**src/rtl/tt_sweep_pkg.sv**
```systemverilog
// Shared types and constants for the 4-input truth-table sweeper.
package tt_sweep_pkg;

    typedef enum logic [1:0] {
        IDLE   = 2'd0,
        DRIVE  = 2'd1,
        SAMPLE = 2'd2,
        DONE   = 2'd3
    } state_t;

    localparam logic [15:0] F_MINTERMS = 16'hAA45;
    localparam int          N_VEC      = 16;
    localparam int          IDX_W      = 4;

endpackage

```
**src/rtl/truth_table_sweeper_sweep_counter.sv**
```systemverilog
// Vector index and settle counters with terminal-count flags.
module sweep_counter
    import tt_sweep_pkg::*;
#(
    parameter int SETTLE = 1
) (
    input  logic             clk_i,
    input  logic             rst_i,
    input  logic             clear_i,
    input  logic             settle_en_i,
    input  logic             advance_i,
    output logic [IDX_W-1:0] idx_o,
    output logic             settle_tc_o,
    output logic             last_vec_o
);

    localparam logic [3:0] SETTLE_LAST = 4'(SETTLE - 1);

    logic [IDX_W-1:0] idx_q, idx_d;
    logic [3:0]       settle_q, settle_d;

    assign settle_tc_o = (settle_q == SETTLE_LAST);
    assign last_vec_o  = (idx_q == IDX_W'(N_VEC - 1));
    assign idx_o       = idx_q;

    always_comb begin
        idx_d    = idx_q;
        settle_d = settle_q;
        if (clear_i) begin
            idx_d    = '0;
            settle_d = '0;
        end else if (advance_i) begin
            // Index wraps to 0 after the last vector; the FSM never reuses it.
            idx_d    = idx_q + IDX_W'(1);
            settle_d = '0;
        end else if (settle_en_i) begin
            settle_d = settle_tc_o ? 4'd0 : settle_q + 4'd1;
        end
    end

    always_ff @(posedge clk_i) begin
        if (rst_i) begin
            idx_q    <= '0;
            settle_q <= '0;
        end else begin
            idx_q    <= idx_d;
            settle_q <= settle_d;
        end
    end

endmodule

```
**src/rtl/truth_table_sweeper.sv**
```systemverilog
// Drives all 16 {a,b,c,d} vectors, samples two implementations after a settle
// time, and reports the captured truth table, equivalence and golden match.
module truth_table_sweeper
    import tt_sweep_pkg::*;
#(
    parameter int          SETTLE   = 1,
    parameter logic [15:0] EXPECTED = F_MINTERMS
) (
    input  logic        clk,
    input  logic        rst,
    input  logic        start,
    output logic        a,
    output logic        b,
    output logic        c,
    output logic        d,
    input  logic        f_in,
    input  logic        g_in,
    output logic        busy,
    output logic        done,
    output logic [15:0] truth_table,
    output logic [4:0]  mismatch_cnt,
    output logic        fail_valid,
    output logic [3:0]  first_fail,
    output logic        pass
);

    state_t           state_q, state_d;
    logic [15:0]      tt_q, tt_d;
    logic [4:0]       cnt_q, cnt_d;
    logic             fv_q, fv_d;
    logic [3:0]       ff_q, ff_d;
    logic             pass_q, pass_d;

    logic             clear, settle_en, advance;
    logic [IDX_W-1:0] idx;
    logic             settle_tc, last_vec;
    logic             vec_fail;

    sweep_counter #(.SETTLE(SETTLE)) u_cnt (
        .clk_i       (clk),
        .rst_i       (rst),
        .clear_i     (clear),
        .settle_en_i (settle_en),
        .advance_i   (advance),
        .idx_o       (idx),
        .settle_tc_o (settle_tc),
        .last_vec_o  (last_vec)
    );

    // The stimulus is the registered index itself, a as MSB.
    assign {a, b, c, d} = idx;

    assign vec_fail = (f_in != g_in) || (f_in != EXPECTED[idx]);

    always_comb begin
        state_d   = state_q;
        tt_d      = tt_q;
        cnt_d     = cnt_q;
        fv_d      = fv_q;
        ff_d      = ff_q;
        pass_d    = pass_q;
        clear     = 1'b0;
        settle_en = 1'b0;
        advance   = 1'b0;
        unique case (state_q)
            IDLE: begin
                if (start) begin
                    state_d = DRIVE;
                    clear   = 1'b1;
                    tt_d    = '0;
                    cnt_d   = '0;
                    fv_d    = 1'b0;
                    ff_d    = '0;
                    pass_d  = 1'b0;
                end
            end
            DRIVE: begin
                settle_en = 1'b1;
                if (settle_tc) state_d = SAMPLE;
            end
            SAMPLE: begin
                advance   = 1'b1;
                tt_d[idx] = f_in;
                if (f_in != g_in) cnt_d = cnt_q + 5'd1;
                if (vec_fail && !fv_q) begin
                    fv_d = 1'b1;
                    ff_d = idx;
                end
                if (last_vec) begin
                    state_d = DONE;
                    // Verdict lands together with the final capture so it is valid with done.
                    pass_d  = (tt_d == EXPECTED) && (cnt_d == 5'd0);
                end else begin
                    state_d = DRIVE;
                end
            end
            DONE: begin
                state_d = IDLE;
            end
            default: state_d = IDLE;
        endcase
    end

    always_ff @(posedge clk) begin
        if (rst) begin
            state_q <= IDLE;
            tt_q    <= '0;
            cnt_q   <= '0;
            fv_q    <= 1'b0;
            ff_q    <= '0;
            pass_q  <= 1'b0;
        end else begin
            state_q <= state_d;
            tt_q    <= tt_d;
            cnt_q   <= cnt_d;
            fv_q    <= fv_d;
            ff_q    <= ff_d;
            pass_q  <= pass_d;
        end
    end

    assign busy         = (state_q == DRIVE) || (state_q == SAMPLE);
    assign done         = (state_q == DONE);
    assign truth_table  = tt_q;
    assign mismatch_cnt = cnt_q;
    assign fail_valid   = fv_q;
    assign first_fail   = ff_q;
    assign pass         = pass_q;

endmodule

```
**config.mk**
```make
export PLATFORM = sky130hd
export DESIGN_NAME = truth_table_sweeper
export DESIGN_NICKNAME = d
export VERILOG_FILES = /design/src/rtl/tt_sweep_pkg.sv /design/src/rtl/truth_table_sweeper_sweep_counter.sv /design/src/rtl/truth_table_sweeper.sv
export SDC_FILE = /design/constraint.sdc
export NUM_CORES = 1
export LEC_CHECK = 0
export BUFFER_PORTS_ARGS = -buffer_cell sky130_fd_sc_hd__buf_2
export CAP_MARGIN = 15
export CELL_PAD_IN_SITES_DETAIL_PLACEMENT = 1
export CELL_PAD_IN_SITES_GLOBAL_PLACEMENT = 2
export CORE_ASPECT_RATIO = 0.8
export CORE_MARGIN = 4
export CORE_UTILIZATION = 36
export CTS_CLUSTER_SIZE = 25
export DETAILED_ROUTE_END_ITERATION = 8
export PLACE_DENSITY = 0.95
export SLEW_MARGIN = 20
export SYNTH_ARGS = -nofsm -noshare
export SYNTH_HDL_FRONTEND = slang
export SYNTH_SLANG_ARGS = --single-unit
```
**constraint.sdc**
```tcl
create_clock -name clk -period 3.03 [get_ports clk]
set_input_delay 0.303 -clock clk [delete_from_list [all_inputs] [get_ports clk]]
set_output_delay 0.303 -clock clk [all_outputs]
set_load 0.005 [all_outputs]
```
# After elaboration in Yosys (flattened, before gate mapping)
# Memory sizes are Yosys's and may differ from the RTL's. A register that Yosys moved wholly into a read port is not among the register bits.
# Cells that the tools add are included.
word_totals:
  reg_bits: 37
  rom_bits: 16
  in_bits: 5
  word_cells: 70
  memories: 1
memory_table:
  columns: ["name", "words", "word_bits", "rd", "rd_ports_with_merged_regs", "write_ports", "line_no", "source"]
  rows:
  - ["(name not given)", 16, 1, 1, 1, 0, "truth_table_sweeper.sv:53", "assign vec_fail = (f_in != g_in) || (f_in != EXPECTED[idx]);"]
classes:
  addsub: 3
  order_cmp: 2
  eq_ne: 11
  muxes: 29
  reduce_logical: 16
op_table:
  columns: ["operator", "count"]
  rows:
  - ["16-bit one-hot mux with 2 select lines", 1]
  - ["4-bit 2-to-1 mux", 5]
  - ["16-bit bitwise mux", 1]
  - ["16-bit == test (second input constant)", 1]
  - ["16-bit 2-to-1 mux", 1]
  - ["5-bit 2-to-1 mux", 3]
  - ["5-bit one-hot mux with 2 select lines", 1]
  - ["1-bit 2-to-1 mux", 9]
  - ["4-bit by 1-bit adder with 4-bit output (second input constant)", 2]
  - ["2-bit one-hot mux with 4 select lines", 1]
  - ["4-bit one-hot mux with 2 select lines", 1]
  - ["2-bit 2-to-1 mux", 3]
  - ["2-bit != test (second input constant)", 3]
  - ["3-bit AND reduction", 2]
  - ["5-bit by 1-bit adder with 5-bit output (second input constant)", 1]
  - ["5-bit zero test", 1]
  - ["4-bit by 5-bit < comparator with 1-bit output (second input constant)", 1]
  - ["1-bit demux with 4-bit select", 1]
  - ["2-bit == test (second input constant)", 2]
  - ["4-bit == test (second input constant)", 1]
  - ["4-bit by 1-bit >= comparator with 1-bit output (second input constant)", 1]
  - ["4-bit zero test", 1]
  - ["1-bit one-hot mux with 2 select lines", 2]
  - ["2-bit AND reduction", 2]
  - ["10 further kinds", 14]

# Longest topological paths before layout
# Gate-level depths: netlist (run 1).
depth:
  ltp_word: 9
  depth_mapped: 8

# Cells and area by module
# A second synthesis (run 1) with hierarchy kept.
unflattened:
  cells_unflattened: 246
  area_unflattened_um2: 2167.1
by_module_without_submodules:
  columns: ["module", "instances", "cells_each", "area_each_um2", "seq_area_each_um2"]
  rows:
  - ["truth_table_sweeper", 1, 208, 1799.2, 580.6]
  - ["sweep_counter", 1, 38, 367.9, 160.2]

# Worst setup path before layout (run 1)
# OpenSTA, ideal clock, no wires.
synth_path:
  path_type: "flip-flop to flip-flop"
  start: "register u_cnt.idx_q[0] (netlist: u_cnt.idx_o[0])"
  end: "register pass_q (netlist: pass)"
  setup_time_ps: 69
  t_arrival_ps: 1732
  required_time_ps: 2961
  slack_ps: 1229
  stages_incl_launch_ff: 7
  path_buffers: 0
  cell_sequence: "dfxtp_1 ha_1 nor3b_1 mux2_2 nor4_2 nand4b_1 o21ai_1"
synth_via:
  elab_chain_len: 9
synth_rtl:
  columns: ["element", "line_no", "source"]
  rows:
  - ["from (decl)", "truth_table_sweeper_sweep_counter.sv:19", "logic [IDX_W-1:0] idx_q, idx_d;"]
  - ["from (signal assigned)", "truth_table_sweeper_sweep_counter.sv:46", "idx_q <= idx_d;"]
  - ["4-bit by 5-bit < comparator with 1-bit output (implied by the code) / 4-bit by 1-bit >= comparator with 1-bit output (equally long branches)", "truth_table_sweeper.sv:83", "tt_d[idx] = f_in;"]
  - ["1-bit logical AND (implied by the code)", "truth_table_sweeper.sv:83", null]
  - ["1-bit 2-to-1 mux (implied by the code)", "truth_table_sweeper.sv:83", null]
  - ["1-bit demux with 4-bit select", "truth_table_sweeper.sv:83", null]
  - ["16-bit bitwise mux", "truth_table_sweeper.sv:83", null]
  - ["16-bit == test", "truth_table_sweeper.sv:92", "pass_d = (tt_d == EXPECTED) && (cnt_d == 5'd0);"]
  - ["1-bit logical AND", "truth_table_sweeper.sv:92", null]
  - ["1-bit 2-to-1 mux", "truth_table_sweeper.sv:89", "if (last_vec) begin"]
  - ["1-bit one-hot mux with 2 select lines", "truth_table_sweeper.sv:65", "unique case (state_q)"]
  - ["to (signal assigned)", "truth_table_sweeper.sv:118", "pass_q <= pass_d;"]
  - ["to (decl)", "truth_table_sweeper.sv:32", "logic pass_q, pass_d;"]
# Several ways; a longest one is shown, not always the timed one. The select of a mux whose other input is x is not followed.
# A chain may end at the register's enable or synchronous reset.

# Worst setup path in the final report (run 1)
# Same ends and word-level chain as after synthesis.

==> metrics.cfg, run 1 <==
[critical_path]
critPathMaxFanout=8
path_cells=ha_1, nor3b_1, mux2_2, nor4_2, nand4b_1, o21ai_1
end_kind=flip-flop
critPathKind=flip-flop to flip-flop
start_kind=flip-flop
cpMaxStageDelayCell=dfxtp_1
worst-endpoint-arrival_ns=2.38
cp.required_ns=3.26
cpPeakStageDelay_ns=0.51

[pwr]
ir_drop_v=0.000152
total_leakage_power_uw=0.00107
power.density_nw_per_um2=429

[route]
drt_iter0_markers=70
wl_per_cell_um=15.7
drtAntennaViolNets=0
first_pass_iters=4
top_layer_used=met4
wl_met2_um=2430
drt-met1-wl_um=2790
vias=1876
wl_met3_um=245
routed_via_density=5.31
drc=0
drt-total-wl_um=5550

[floorplanning]
initial_core_util_pct=38.4
coreArea_um2=5650
rows=24
die_area_um2=7330
ios=38
die_w_um=94.7
die_y_um=77.4

[synth]
synth_top_area_share_pct=35.1
syn-num-nets=260
synth_area_leaders=dfxtp_1, ha_1, nor2_1
synth-edff-count=0
synth_common_cells=nor2_1, dfxtp_1, a21oi_1, ha_1, mux2i_1
synth_cells=241
synth_top_area_cell=dfxtp_1
ys_warn_count=0
synth-seq-cells=38
async_flop_share_pct=0
syn_area_um2=2170
syn_avg_cell_area_um2=8.99
yosysSeqAreaShare_pct=35.1
synth_top_flop_cell=dfxtp_1
synth.distinct_cells=45
yosysMostFrequentCell=nor2_1

[final_layout]
nets=293
fill_cells=696
ff_latch_area_um2=761
drive_above_1_share_pct=21.8
antenna_cells=0
multi_input_area_um2=1290
design_area_um2=2460
area_growth_pct=13.7

[cts]
root_buffer=clkbuf_8
postCtsSetupRepairBufs=0
h-tree-depth=2
clock_latency_ns=0.30
cts_tree=built
cts_inserted_buffers=5
path_clk_slew_ns=0.07
post_cts_resized=0
hold_buffers=0
cts_sinks=38
clock_path_buffers=2

[min_path]
hold_class=input port to flip-flop

[flow_run]
maxCapViolCount=0

[timing]
max_slew_margin_pct=54.5
finalHoldViolCount=0
drv_slew=0
tns_ns=0
timing.final.crit_share_pct=71.0
whs_ns=0.443
setup_violations=0
worst-slew-pin-transition_ns=0.682
post-route-min-period_ns=2.15
clock_skew_ns=0.00827
fmax_mhz=465
rsz0062_at_grt=no

[global_routing]
grt_pass1_wl_um=9210
grt-ovfl-total=0
grt_max_degree=32
grt_pass1_vias=1848
antenna_found_initial=0
grt_usage_pct=16.0

[placed_design]
place_hpwl_um=4040
routabilityCongestion=0.762
port_buffers=37
placed_area_um2=2370

[run_status]
outcome=completed

per-layer routing:
| metal | vias to the layer above | track usage [%] |
|---|---|---|
| met5 | - | 0 |
| met4 | 0 | 5.62 |
| met3 | 10 | 3.77 |
| met2 | 42 | 23.9 |
| met1 | 908 | 22.3 |
| li1 | 916 | - |
where the power goes:
part / leakage [uW] / total (uW) / internal, uW / switching, uW
logic: 0.000715 / 169 / 58.2 / 111
clock network: 0.0000482 / 371 / 184 / 187
registers: 0.000307 / 518 / 507 / 10.6
total: 0.00107 / 1060 / 749 / 309
cell usage in the layout (no fill, tap or decap), types with 2 or more instances in the layout:
master,netlist,layout
o21ai_1,2,2
o21bai_1,2,2
ha_1,14,14
dfxtp_1,38,38
a211oi_1,2,2
nor3b_1,3,3
clkbuf_8,0,6
and2_1,2,2
nor3_1,7,7
xnor2_1,4,4
mux2_2,4,4
nor2_1,42,42
buf_4,0,2
nand4_1,3,3
mux2_4,3,3
xor2_1,4,4
buf_2,3,37
nand2_1,7,7
a32oi_1,3,3
nor2b_1,2,2
inv_1,7,7
mux2i_1,13,13
nand3_1,7,7
a22oi_1,11,11
nor4_2,3,3
nand2b_1,3,3
o21ai_0,5,5
nand3b_1,7,7
and3_1,2,2
a21oi_1,14,14
per-stage QoR:
step / setup slack [ns] / util, % / std cells / total power, uW
3_5_place_dp: 0.895 / 42.0 / 345 / 701
3_3_place_gp: 0.944 / 42.0 / 345 / 697
4_1_cts: 0.859 / 43.7 / 353 / 1070
6_report: 0.878 / 43.7 / 353 / 1060
5_1_grt: 0.679 / 43.7 / 353 / 1120
2_1_floorplan: 1.23 / - / 241 / 651
logic make-up (layout without fill, tap and decap cells):
logic type	Yosys count	count (layout)	share of synthesized area [%]
simple gates	95	95	24.0
compound gates	46	46	14.0
flops	38	38	35.1
mux	20	20	10.2
buf+inv	20	54	5.43
fa+ha+maj	14	14	8.08
xor+xnor	8	8	3.23
layout make-up:
| type | count | area share, % |
|---|---|---|
| clock buffer | 7 | 3.50 |
| clock inverter | 1 | 0.203 |
| inverter | 7 | 1.07 |
| multi-input combinational | 183 | 52.3 |
| sequential | 38 | 30.9 |
| tap | 78 | 3.96 |
| timing repair buffer | 39 | 8.12 |
registers in the layout, indices dropped and copies added, names as in the netlist, named ones only:
name and count:
fail_valid 1, first_fail 4, mismatch_cnt 5, pass 1
state_q 2, truth_table 16, u_cnt.idx_o 4, u_cnt.settle_q 4
worst paths after layout:
kind	slack, ns	cells past startpoint	start	to
max	0.88	6	u_cnt.idx_o[0]	pass
max reg2reg	0.88	6	u_cnt.idx_o[0]	pass
min	0.44	3	start	u_cnt.idx_o[0]
min reg2reg	0.50	2	first_fail[2]	first_fail[2]
critical path: cells and delay by family, from the launching register on:
family          cells  cell delay (ns)
fa+ha+maj           1             0.32
simple gates        3             0.71
mux                 1             0.39
flops               1             0.51
compound gates      1             0.15
Power figures use the tool's default switching activity.
==> run 2: changes to the inputs <==
--- a/config.mk
+++ b/config.mk
@@ -5,16 +5,17 @@
 export SDC_FILE = /design/constraint.sdc
 export NUM_CORES = 1
 export LEC_CHECK = 0
+export ABC_AREA = 1
 export BUFFER_PORTS_ARGS = -buffer_cell sky130_fd_sc_hd__buf_2
 export CAP_MARGIN = 15
 export CELL_PAD_IN_SITES_DETAIL_PLACEMENT = 1
 export CELL_PAD_IN_SITES_GLOBAL_PLACEMENT = 2
 export CORE_ASPECT_RATIO = 0.8
 export CORE_MARGIN = 4
-export CORE_UTILIZATION = 36
+export CORE_UTILIZATION = 30
 export CTS_CLUSTER_SIZE = 25
 export DETAILED_ROUTE_END_ITERATION = 8
-export PLACE_DENSITY = 0.95
+export PLACE_DENSITY = 0.89
 export SLEW_MARGIN = 20
 export SYNTH_ARGS = -nofsm -noshare
 export SYNTH_HDL_FRONTEND = slang
==> constraint.sdc (replaced) <==
create_clock -name clk -period 2 [get_ports clk]
set_input_delay 0.2 -clock clk [delete_from_list [all_inputs] [get_ports clk]]
set_output_delay 0.2 -clock clk [all_outputs]
set_load 0.005 [all_outputs]
==> metrics.cfg, run 2 <==
[cts]
h-tree-depth=2  ; unchanged
cts_sinks=38  ; unchanged
postCtsSetupRepairBufs=0  ; unchanged
cts_tree=built
post_cts_resized=0  ; unchanged
root_buffer=clkbuf_8
hold_buffers=0  ; unchanged
path_clk_slew_ns=0.08  ; about the same
clock_latency_ns=0.29  ; about the same
cts_inserted_buffers=5  ; unchanged
clock_path_buffers=2  ; unchanged

[synth]
synth-seq-cells=38  ; unchanged
synth-simple-area-share_pct=37.0  ; +13 points
yosys.area_share.adder_pct=7.68  ; -0.41 points
synth_top_area_cell=dfxtp_1
synth_top_flop_cell=dfxtp_1
synth-edff-count=0  ; unchanged
syn-num-nets=361  ; +39%
synth_common_cells=nand2_1, dfxtp_1, nand3_1
async_flop_share_pct=0  ; unchanged
yosysSeqAreaShare_pct=33.3  ; -1.8 points
synthXorXnorAreaFrac_pct=1.92  ; -1.3 points
syn_area_um2=2280  ; +5.3%
synth_top_family_by_area=simple AND/OR/NAND/NOR gates
synth_compound_area_share_pct=10.6  ; -3.4 points
synth_cells=342  ; +42%
synthMuxAreaShare_pct=0  ; -10 points
synth.distinct_cells=28  ; -38%
yosysMostFrequentCell=nand2_1
synth_area_leaders=dfxtp_1, nand2_1, nand3_1
synth_top_area_share_pct=33.3  ; -1.8 points
syn_avg_cell_area_um2=6.67  ; -26%
ys_warn_count=0  ; unchanged

[floorplanning]
rows=28  ; +17%
die_y_um=86.0  ; +11%
coreArea_um2=7390  ; +31%
die_area_um2=9080  ; +24%
die_w_um=106  ; +11%
initial_core_util_pct=30.9  ; -7.5 points
ios=38  ; unchanged

[flow_run]
maxCapViolCount=0  ; unchanged

[final_layout]
final_cell_mix=nand2_1, nand3_1, buf_2
drive_above_1_share_pct=19.0  ; -2.8 points
largest_register_ffs=16  ; unchanged
antenna_cells=0  ; unchanged
stdcell_count=483  ; +37%
final_common_cell=nand2_1
nets=397  ; +35%
area_growth_pct=15.7

[timing]
setup_violations=0  ; unchanged
max_slew_margin_pct=65.6  ; +11 points
finalHoldViolCount=0  ; unchanged
post-route-min-period_ns=1.83  ; -0.319 ns
fmax_mhz=546  ; +17%
clock_skew_ns=0.00386  ; -0.00441 ns
rsz0062_at_grt=no
tns_ns=0  ; unchanged
whs_ns=0.236  ; -0.207 ns
worst-slew-pin-transition_ns=0.516  ; -0.166 ns
timing.final.crit_share_pct=91.6  ; +21 points
drv_slew=0  ; unchanged

[route]
wl_per_cell_um=13.1  ; -17%
vias=2236  ; +19%
routed_via_density=4.63  ; -13%
first_pass_iters=4  ; unchanged
drtAntennaViolNets=0  ; unchanged
drt_iter0_markers=50  ; -29%
drt-total-wl_um=6340  ; +14%
drc=0  ; unchanged

[pwr]
power_uw=1730  ; +64%
ir_drop_v=0.000214  ; +41%
total_leakage_power_uw=0.00117  ; +9.6%
power.density_nw_per_um2=656  ; +53%

[critical_path]
critPathKind=flip-flop to flip-flop
start_kind=flip-flop
critPathMaxFanout=8  ; unchanged
end_kind=flip-flop
cp.required_ns=2.23  ; -1.03 ns
worst-endpoint-arrival_ns=2.06  ; -0.32 ns

[placed_design]
routabilityCongestion=0.880  ; +15%
port_buffers=37  ; unchanged
place_hpwl_um=4780  ; +18%
dpl.cell_count=476  ; +38%

[min_path]
hold_class=input port to flip-flop

[global_routing]
grt-ovfl-total=0  ; unchanged
use_met1_pct=20.0  ; -2.3 points
grt_pass1_vias=2228  ; +21%
grt_usage_pct=14.6  ; -1.3 points
busiest_layer=met2
met2_usage_pct=23.4  ; -0.49 points
grt_pass1_wl_um=10800  ; +17%
grt_max_degree=30  ; -6.3%
grtUsageMet3_pct=3.54  ; -0.24 points
antenna_found_initial=0  ; unchanged

[run_status]
outcome=completed

==> run 2: routing by layer <==
layer / up-vias / routed length (um) / part of all wire [%]
li1: 1166 / - / -
met1: 1024 / 3330 / 53
met2: 39 / 2680 / 42
met3: 7 / 258 / 4.1
met4: 0 / 68 / 1.1
met5: - / 0 / 0
==> run 2: final cells by class <==
class | count | area (um2)
clock inverter | 2 | 10.0
sequential | 38 | 763
inverter | 33 | 126
clock buffer | 5 | 68.8
timing repair buffer | 44 | 238
fill | 999 | 4750
tap | 105 | 131
multi-input combinational | 256 | 1300
==> run 2: through the flow <==
| stage | instance area [um2] | worst slack [ns] | utilization, % |
|---|---|---|---|
| final | 2640 | 0.167 | 35.7 |
| after global routing | 2640 | 0.00723 | 35.7 |
| after detailed placement | 2560 | 0.0867 | 34.6 |
| after CTS | 2640 | 0.0176 | 35.7 |
| after global placement | 2560 | 0.144 | 34.6 |
| after floorplan | 2280 | 0.424 | - |
==> run 2: final timing paths <==
| check | endpoint | slack [ns] | cells after the start | start |
|---|---|---|---|---|
| setup / recovery | pass | 0.17 | 11 | u_cnt.idx_o[1] |
| hold / removal | u_cnt.idx_o[0] | 0.24 | 4 | rst |
| setup reg to reg | pass | 0.17 | 11 | u_cnt.idx_o[1] |
| hold reg to reg | first_fail[0] | 0.47 | 2 | first_fail[0] |
==> run 2: cell families (layout without fill, tap and decap cells) <==
kind of cell | count (synthesis) | after routing
adders and majority gates | 14 | 14
buffers and inverters | 48 | 84
DFF | 38 | 38
xor gates and xnor gates | 5 | 5
and+or+nand+nor | 192 | 192
AOI/OAI and AO/OA | 45 | 45
==> run 2: worst max-delay path, cell delays in order, from the launching register on <==
cell and delay (ns):
dfxtp_2 0.43, inv_1 0.10, ha_1 0.34, nand3_1 0.16, nand2_1 0.07, nand2_1 0.07
nand2_1 0.04, nor2_1 0.12, nand2_1 0.08, nor2_1 0.13, nand2_1 0.09, a21oi_2 0.13
==> run 2: where the power goes <==
| part | switching, uW | leakage, uW | internal (uW) |
|---|---|---|---|
| combinational | 287 | 0.000821 | 124 |
| sequential | 27.4 | 0.000308 | 780 |
| clock | 279 | 0.0000438 | 234 |
==> run 3: changes to the inputs <==
--- a/config.mk
+++ b/config.mk
@@ -8,14 +8,14 @@
 export ABC_AREA = 1
 export BUFFER_PORTS_ARGS = -buffer_cell sky130_fd_sc_hd__buf_2
 export CAP_MARGIN = 15
-export CELL_PAD_IN_SITES_DETAIL_PLACEMENT = 1
-export CELL_PAD_IN_SITES_GLOBAL_PLACEMENT = 2
 export CORE_ASPECT_RATIO = 0.8
 export CORE_MARGIN = 4
-export CORE_UTILIZATION = 30
+export CORE_UTILIZATION = 56
 export CTS_CLUSTER_SIZE = 25
 export DETAILED_ROUTE_END_ITERATION = 8
-export PLACE_DENSITY = 0.89
+export MAX_ROUTING_LAYER = met4
+export PLACE_DENSITY = 0.9
+export REMOVE_ABC_BUFFERS = 1
 export SLEW_MARGIN = 20
 export SYNTH_ARGS = -nofsm -noshare
 export SYNTH_HDL_FRONTEND = slang
==> metrics.cfg, run 3 (synthesis gave the netlist of run 2 again) <==
[placed_design]
dpl.cell_count=425  ; -11%
port_buffers=37  ; unchanged
routabilityCongestion=0.896  ; +1.8%
pre_cts_ws_ns=0.211  ; +0.124 ns
place_hpwl_um=3830  ; -20%
placed_area_um2=2490  ; -2.7%

[critical_path]
critPathMaxFanout=8  ; unchanged
end_kind=flip-flop
cp.required_ns=2.24  ; about the same
worst-endpoint-arrival_ns=2.06  ; about the same
start_kind=flip-flop
critPathKind=flip-flop to flip-flop

[route]
drt_iter0_markers=170  ; +240%
first_pass_iters=4  ; unchanged
wl_per_cell_um=12.4  ; -5.3%
drt-total-wl_um=5380  ; -15%
routed_via_density=5.26  ; +14%
drc=0  ; unchanged
drtAntennaViolNets=0  ; unchanged
vias=2277  ; +1.8%

[flow_run]
maxCapViolCount=0  ; unchanged

[timing]
drv_slew=0  ; unchanged
finalHoldViolCount=0  ; unchanged
rsz0062_at_grt=no
clock_skew_ns=0.00735  ; +0.00349 ns
setup_ws_ns=0.177  ; +0.00969 ns
worst-slew-pin-transition_ns=0.530  ; +0.0145 ns
setup_violations=0  ; unchanged
fmax_mhz=549  ; +0.53%
max_slew_margin_pct=64.6  ; -0.97 points
timing.final.crit_share_pct=91.1  ; -0.48 points
post-route-min-period_ns=1.82  ; -0.00969 ns

[cts]
clock_latency_ns=0.30  ; about the same
root_buffer=clkbuf_8
cts_inserted_buffers=5  ; unchanged
cts_sinks=38  ; unchanged
cts_tree=built
clock_path_buffers=2  ; unchanged
h-tree-depth=2  ; unchanged
postCtsSetupRepairBufs=0  ; unchanged
hold_buffers=0  ; unchanged
path_clk_slew_ns=0.08  ; about the same

[pwr]
p_comb_share_pct=22.3  ; -1.4 points
power.density_nw_per_um2=682  ; +4.0%
switching_share_pct=33.1  ; -1.1 points
p_int_uw=1180  ; +3.7%
total_leakage_power_uw=0.00117  ; -0.32%
p_sw_uw=585  ; -1.4%
ir_drop_v=0.000494  ; +130%
clockPowerShare_pct=32.0  ; +2.4 points
p_seq_share_pct=45.7  ; -0.9 points

[floorplanning]
coreArea_um2=3850  ; -48%
die_w_um=79.4  ; -25%
rows=20  ; -29%
die_y_um=65.1  ; -24%
ios=38  ; unchanged
initial_core_util_pct=59.2  ; +28 points
die_area_um2=5170  ; -43%

[final_layout]
antenna_cells=0  ; unchanged
final_cell_mix=nand2_1, nand3_1, dfxtp_1, buf_2, a21oi_1
final_common_cell=nand2_1
design_area_um2=2590  ; -2.0%
area_growth_pct=13.4
nets=396  ; -0.25%
stdcell_count=433  ; -10%
fin_util_pct=67.2  ; +31 points
largest_register_ffs=16  ; unchanged
drive_above_1_share_pct=19.0  ; unchanged

[global_routing]
grt_pass1_wl_um=8970  ; -17%
grt-ovfl-total=0  ; unchanged
grt_pass1_vias=2005  ; -10%
antenna_found_initial=0  ; unchanged
grt_usage_pct=22.3  ; +7.6 points
grt_max_degree=30  ; unchanged

[min_path]
hold_class=input port to flip-flop

[run_status]
outcome=completed

[run 3: power groups by stage]
stage,clock network [uW],registers [uW],logic (uW)
floorplan,0,818,261
detailed placement,0,824,390
global route,611,811,442
finish,566,807,393
CTS,574,806,393
global placement,0,822,380
[run 3: cell type report]
type	instances	area, um2
inverters	33	126
well taps	55	68.8
flip-flops and latches	38	762
clock inverters	2	12.5
fillers	365	1260
repair buffers	43	230
multi-input cells	256	1310
clock buffers	6	82.6
[run 3: timing repair]
action,in CTS,in global routing
resized for setup,0,2
endpoints found under the setup margin,0,1
hold endpoints to repair,0,0
[run 3: path summary, 6_finish.rpt]
path,from,to,slack [ns],cells past startpoint
max,u_cnt.idx_o[1],pass,0.18,11
min,rst,u_cnt.idx_o[0],0.27,4
max reg2reg,u_cnt.idx_o[1],pass,0.18,11
min reg2reg,first_fail[0],first_fail[0],0.47,2
[run 3: critical path, cell delays in order, from the launching register on]
cell	delay (ns)
dfxtp_1	0.51
inv_1	0.15
ha_1	0.35
nand3_1	0.13
nand2_1	0.05
nand2_1	0.08
nand2_1	0.06
nor2_1	0.12
nand2_1	0.06
nor2_1	0.09
nand2_1	0.07
a21oi_2	0.10
[run 3: metrics by stage]
stage          setup TNS (ns)  hold WS [ns]  total power (uW)
6_report                    0         0.266              1770
3_5_place_dp                0         0.461              1210
5_1_grt                     0         0.286              1860
2_1_floorplan          -0.663         0.262              1080
3_3_place_gp                0         0.447              1200
4_1_cts                     0         0.263              1770
[run 3: metal layers]
metal,vias up,share of wire (%),track usage [%]
met2,85,44,35.4
met5,-,0,-
met4,0,1.1,6.65
li1,1172,-,-
met1,1012,47,28.8
met3,8,7.3,4.66
